$ cat src/rtl/xf100_exu_wbck.sv
// xf100_exu_wbck
// Final writeback arbiter for the xf100 execution unit. It takes results from
// the single-cycle ALU and from the long pipe (loads), picks one per cycle,
// and registers the winner onto the register-file write port.
//
// The long pipe normally wins, because its results hold up later dependent
// instructions. A small starvation counter stops a busy long pipe from
// locking the ALU out. After STARVE_LIMIT consecutive denied ALU cycles, the
// ALU gets the next slot regardless. Legal STARVE_LIMIT values are 1..15,
// because the counter is 4 bits wide.

module xf100_exu_wbck #(
   parameter int XLEN         = 32,
   parameter int RFIDX_W      = 5,
   parameter int STARVE_LIMIT = 4
) (
   input  logic               clk,
   input  logic               rst_n,

   input  logic               alu_wbck_i_valid,
   output logic               alu_wbck_i_ready,
   input  logic [XLEN-1:0]    alu_wbck_i_data,
   input  logic [RFIDX_W-1:0] alu_wbck_i_rdidx,

   input  logic               lsu_wbck_i_valid,
   output logic               lsu_wbck_i_ready,
   input  logic [XLEN-1:0]    lsu_wbck_i_data,
   input  logic [RFIDX_W-1:0] lsu_wbck_i_rdidx,

   output logic               rf_wbck_o_ena,
   output logic [XLEN-1:0]    rf_wbck_o_wdat,
   output logic [RFIDX_W-1:0] rf_wbck_o_rdidx
);

   localparam logic [3:0] STARVE_MAX = 4'(STARVE_LIMIT);

   logic [3:0]         starve_cnt;
   logic [3:0]         starve_cnt_nxt;
   logic               alu_starved;
   logic               alu_grant;
   logic               lsu_grant;
   logic               wbck_hsk;
   logic [XLEN-1:0]    wbck_wdat;
   logic [RFIDX_W-1:0] wbck_rdidx;

   // Arbitration: the long pipe has priority unless the ALU has waited long enough
   always_comb begin
      alu_starved = (starve_cnt == STARVE_MAX);
      alu_grant   = alu_wbck_i_valid & (~lsu_wbck_i_valid | alu_starved);
      lsu_grant   = lsu_wbck_i_valid & ~alu_grant;
      wbck_hsk    = alu_grant | lsu_grant;
   end

   assign alu_wbck_i_ready = alu_grant;
   assign lsu_wbck_i_ready = lsu_grant;

   // Select the winning source's payload for capture
   always_comb begin
      wbck_wdat  = lsu_wbck_i_data;
      wbck_rdidx = lsu_wbck_i_rdidx;
      if (alu_grant) begin
         wbck_wdat  = alu_wbck_i_data;
         wbck_rdidx = alu_wbck_i_rdidx;
      end
   end

   // Count denied ALU cycles; restart whenever the ALU wins or stops asking
   always_comb begin
      starve_cnt_nxt = starve_cnt;
      if (~alu_wbck_i_valid || alu_grant) begin
         starve_cnt_nxt = 4'd0;
      end else if (starve_cnt != STARVE_MAX) begin
         starve_cnt_nxt = starve_cnt + 4'd1;
      end
   end

   // Starvation counter register
   always_ff @(posedge clk or negedge rst_n) begin
      if (!rst_n) begin
         starve_cnt <= 4'd0;
      end else begin
         starve_cnt <= starve_cnt_nxt;
      end
   end

   // Register-file write port: enable pulses for one cycle per accepted result, never for x0
   always_ff @(posedge clk or negedge rst_n) begin
      if (!rst_n) begin
         rf_wbck_o_ena   <= 1'b0;
         rf_wbck_o_wdat  <= '0;
         rf_wbck_o_rdidx <= '0;
      end else begin
         rf_wbck_o_ena <= wbck_hsk & (wbck_rdidx != '0);
         if (wbck_hsk) begin
            rf_wbck_o_wdat  <= wbck_wdat;
            rf_wbck_o_rdidx <= wbck_rdidx;
         end
      end
   end

endmodule

$ cat config.mk
export PLATFORM = sky130hd
export DESIGN_NAME = xf100_exu_wbck
export DESIGN_NICKNAME = d
export VERILOG_FILES = /design/src/rtl/xf100_exu_wbck.sv
export SDC_FILE = /design/constraint.sdc
export NUM_CORES = 1
export LEC_CHECK = 0
export ABC_AREA = 1
export CORE_UTILIZATION = 34
export DETAILED_ROUTE_END_ITERATION = 10
export PLACE_DENSITY = 0.77
export RECOVER_POWER = 100
export SYNTH_ARGS = -nofsm -noshare
export SYNTH_HDL_FRONTEND = slang
export SYNTH_SLANG_ARGS = --single-unit
$ cat constraint.sdc
create_clock -name clk -period 1.3 [get_ports clk]
set_input_delay 0.26 -clock clk [delete_from_list [all_inputs] [get_ports clk]]
set_output_delay 0.26 -clock clk [all_outputs]
set_load 0.01 [all_outputs]
; Word-level counts from Yosys, hierarchy flattened
; Cells that the tools add are included.
; W data, S select, Z words.
[word_totals]
word_cells = 22
register_bits = 42
output_inout_bits = 40
[op_classes]
n_mux = 4
bitwise = 8
eq_ne = 2
n_addsub = 1
n_reduce_logical = 3
[op_table]
columns = op, count
row1 = $mux W32, 1
row2 = $mux W4, 2
row3 = $mux W5, 1
row4 = $reduce_bool A5 Y1, 1
row5 = $add A4 B1 Y4 const B, 1
row6 = $eq A4 B3 Y1 const B, 1
row7 = $ne A4 B3 Y1 const B, 1
row8 = $and A1 B1 Y1, 3
row9 = $not A1 Y1, 3
row10 = $or A1 B1 Y1, 2
row11 = $reduce_bool A2 Y1, 1
row12 = $logic_or A1 B1 Y1, 1

; Logic depth before layout (Yosys ltp)
[logic_depth]
depth_word = 7
ltp_mapped = 11
ltp_nobuf = 10

; Worst setup path before layout
; Ideal clock, no wire load.
[synth_timing]
path_kind = register to output
from = register starve_cnt[0]
to = output lsu_wbck_i_ready
path_buffers = 1
slack_ns = -0.175
stages_incl_launch_ff = 9
required_time_ns = 1.040
arrival_ns = 1.215
cell_sequence = dfrtp_1 inv_1 ha_1 nand3_2 nand2_4 nand2_4 inv_2 buf_4 nor2_1
[synth_between]
elab_chain_len = 5
[synth_rtl]
columns = element, line_no
row1 = "start, declared", 37  ; logic [3:0] starve_cnt;
row2 = "start signal, assigned", 82  ; starve_cnt <= starve_cnt_nxt;
row3 = $eq A4 B3 Y1, 48  ; alu_starved = (starve_cnt == STARVE_MAX);
row4 = $or A1 B1 Y1, 49  ; alu_grant = alu_wbck_i_valid & (~lsu_wbck_i_valid | alu_starved);
row5 = $and A1 B1 Y1, 49
row6 = named net alu_wbck_i_ready, 21  ; output logic alu_wbck_i_ready,
row7 = $not A1 Y1, 50  ; lsu_grant = lsu_wbck_i_valid & ~alu_grant;
row8 = $and A1 B1 Y1, 50
row9 = "end, declared", 26  ; output logic lsu_wbck_i_ready,
; The timed path passes the listed nets, and every way through them passes these cells.

; Worst setup path in the final report
[layout_timing]
from = register starve_cnt[1]
to = output lsu_wbck_i_ready
[layout_between]
elab_chain_len = 5
[layout_rtl]
columns = element, line_no
row1 = $eq A4 B3 Y1, 48
row2 = $or A1 B1 Y1, 49
row3 = $and A1 B1 Y1, 49
row4 = $not A1 Y1, 50
row5 = $and A1 B1 Y1, 50
; Every way passes these cells.

==> flow_metrics.env <==
export IMPL_drc=0
export IMPL_hold_viol_final=0
export IMPL_grt_use_total_pct=18.8
export IMPL_ant_nets=0
export IMPL_gr_usage_met3_pct=2.99
export IMPL_rr_worst_depth=9
export IMPL_cp_required_ns=1.04
export IMPL_grt_busiest_layer="met2"
export IMPL_clkPwrFrac_pct=29.2
export IMPL_synth_cell_types=18
export IMPL_antenna_cells=0
export IMPL_period_share_pct=120
export IMPL_slowest_delay_ns=0.39
export IMPL_r2r_start="starve_cnt[1]$_DFFE_PN0P_"
export IMPL_pwr_share_comb_pct=25.2
export IMPL_end_kind="output port"
export IMPL_path_cells="inv_2 > ha_4 > nand3_4 > nand2_4 > nand2_4 > inv_4 > nor2_4 > buf_6"
export IMPL_cts_tree="yes"
export IMPL_slew_headroom_pct=61.7
export IMPL_ios=118
export IMPL_regArea_sq_mm=0.00105
export IMPL_syn2layout_area_growth_pct=70.6
export IMPL_yosysSeqAreaShare_pct=52.5
export IMPL_cts_path_max_buffers=2
export IMPL_cts_root_buf="clkbuf_8"
export IMPL_drive_above_1_share_pct=12.5
export IMPL_wl_per_cell_microns=13.2
export IMPL_die_h_microns=78.7
export IMPL_synth_avg_cell_area_sq_um=8.34
export IMPL_port_buffers=117
export IMPL_antenna_found_initial=0
export IMPL_internal_power_w=0.00242
export IMPL_fillers=495
export IMPL_tightest_slew_ns=0.575
export IMPL_crit_path_start="starve_cnt[1]$_DFFE_PN0P_"
export IMPL_die_area_sq_mm=0.00620
export IMPL_grt_max_degree=43
export IMPL_synthFlopType="dfrtp_1"
export IMPL_dp_hpwl_microns=4020
export IMPL_fin_worst_skew_ns=0.00360
export IMPL_fin_ws_ns=-0.263
export IMPL_cp_max_fo=3
export IMPL_synth_most_common_cell="nand2_1"
export IMPL_synthCells=240
export IMPL_worstHoldStart="rf_wbck_o_wdat[9]$_DFFE_PN0P_"
export IMPL_crit_slowest_cell="dfrtp_1"
export IMPL_synthTopCellsByCount="nand2_1, nand3_1, dfrtp_1"
export IMPL_holdPathStages=2
export IMPL_fin_tns_setup_ns=-5.79
export IMPL_die_w_microns=78.7
export IMPL_clock_latency_ns=0.28
export IMPL_violations="negative setup slack"
export IMPL_grt_pass1_vias=2017
export IMPL_yosys_area_top_type_share_pct=52.5
export IMPL_synthesis_nets=320
export IMPL_finalSetupViolCount=37
export IMPL_finalMaxSlewViolations=0
export IMPL_synth_seq_cells=42
export IMPL_hold_path_class="flop to flop"
export IMPL_overflow=0
export IMPL_peakVddDrop_mv=0.445
export IMPL_cts_buffers=5
export IMPL_status="finished, violations left"
export IMPL_seqPwrFrac_pct=45.7
export IMPL_p_leak_nw=1.61
export IMPL_swShare_pct=26.2
export IMPL_fin_util_pct=61.3
export IMPL_grt_pass1_wl_microns=9170
export IMPL_routed_via_count=2086
export IMPL_synth_edff_count=0
export IMPL_nNetsFinal=446
export IMPL_vias_per_cell=4.75
export IMPL_drt_wl_total_microns=5800
export IMPL_async_flop_share_pct=100
export IMPL_cp_arrival_ns=1.30
export IMPL_cpMostUsedCell="nand2_4"
export IMPL_p_sw_w=0.000860
export IMPL_syn_area_sq_mm=0.00200
export IMPL_max_cap_violations=0
export IMPL_startpoint_type="flop"
export IMPL_rsz0062_at_grt="true"
export IMPL_synth_warning_count=0
export IMPL_coreArea_sq_mm=0.00557
export IMPL_initial_core_util_pct=35.9
export IMPL_clkTransAtPathRegs_ns=0.08
export IMPL_dr_pass1_iters=4
export IMPL_met2_usage_pct=34.2
export IMPL_synth_area_leader_cell="dfrtp_1"
export IMPL_crit_type="flop to output port"
export IMPL_drtIter0Drc=86
export IMPL_rows=27
export IMPL_fmax_mhz=640
export IMPL_synthTopCellsByArea="dfrtp_1, nand3_1, nand2_1"
export IMPL_multiInputGateArea_sq_um=857
export IMPL_p_per_area_mw_per_mm2=960
export IMPL_cts_htree_levels=2
export IMPL_grt_util_met1_pct=22.8
export IMPL_gp_congestion=0.734
export IMPL_min_period_ns=1.56
export IMPL_clock_sinks=42
power by group through the flow:
stage,registers (W),logic (W),clock network [W]
after floorplan,0.00158,0.000243,0
after CTS,0.00150,0.000817,0.000985
after global placement,0.00152,0.000877,0
after detailed placement,0.00152,0.000893,0
final,0.00150,0.000826,0.000957
after global routing,0.00151,0.000900,0.00103
stage by stage:
step | power [W] | hold WS [ns] | setup slack, ns | std cells | cell area, sq um
3_3_place_gp | 0.00240 | 0.250 | -0.515 | 427 | 3270
4_1_cts | 0.00330 | 0.485 | -0.312 | 439 | 3380
6_report | 0.00328 | 0.497 | -0.263 | 439 | 3420
5_1_grt | 0.00345 | 0.524 | -0.334 | 439 | 3420
3_5_place_dp | 0.00242 | 0.251 | -0.587 | 427 | 3270
2_1_floorplan | 0.00183 | -0.0356 | -0.0744 | 240 | 2010
sequential cells by signal (all words and copies together), names as in the netlist:
| name | count |
|---|---|
| rf_wbck_o_ena | 1 |
| rf_wbck_o_rdidx | 5 |
| rf_wbck_o_wdat | 32 |
| starve_cnt | 4 |
worst max-delay path, delay by kind of cell, from the launching register on:
kind / cells / cell delay, ns
simple gates: 4 / 0.24
flops: 1 / 0.39
buf+inv: 3 / 0.25
fa+ha+maj: 1 / 0.14
area by class of cell:
cell class              count  share of cell area (%)
clock buffers               8                    3.22
multi-input cells         170                    25.1
inverters                  14                    1.68
repair buffers            133                    36.6
flip-flops and latches     42                    30.8
well taps                  72                    2.64
routing by layer:
layer | up-vias | wire, microns
met3 | 5 | 354
met2 | 76 | 2900
met4 | 0 | 44
li1 | 1029 | -
met5 | - | 0
met1 | 976 | 2510
kinds of logic (layout without fill, tap and decap cells):
group	Yosys count	in the layout	synth area share (%)
AOI/OAI and AO/OA	7	7	2.12
xor gates and xnor gates	2	2	0.875
adders and majority gates	2	2	1.25
buffers and inverters	28	155	7.75
DFF	42	42	52.5
and+or+nand+nor	159	159	35.5
repair_timing:
item                                    CTS  global route
hold buffers                              1             0
pin swaps                                 2             0
hold endpoints to repair                 42             0
endpoints found under the setup margin   78            44
buffers inserted                          3             0
resized for setup                        52            20
placed cells by master, fill, tap and decap left out, drive strengths merged:
cell            n
clkdlybuf4s50  76
nor2            8
buf            17
clkbuf          9
dlygate4sd3     1
o21ai           7
xor2            1
dlygate4sd2    38
nand3          70
dfrtp          42
xnor2           1
nand3b          1
inv            14
nand2          80
ha              2
worst paths after layout:
path	slack (ns)	end
worst max-delay path	-0.26	lsu_wbck_i_ready
worst min-delay path	0.50	rf_wbck_o_wdat[9]$_DFFE_PN0P_
worst max register to register	-0.19	rf_wbck_o_wdat[23]$_DFFE_PN0P_
worst min register to register	0.50	rf_wbck_o_wdat[9]$_DFFE_PN0P_
max in group asynchronous	0.29	rf_wbck_o_wdat[23]$_DFFE_PN0P_
min in group asynchronous	0.62	rf_wbck_o_rdidx[3]$_DFFE_PN0P_
No activity file was read; power rests on OpenSTA's default activity.
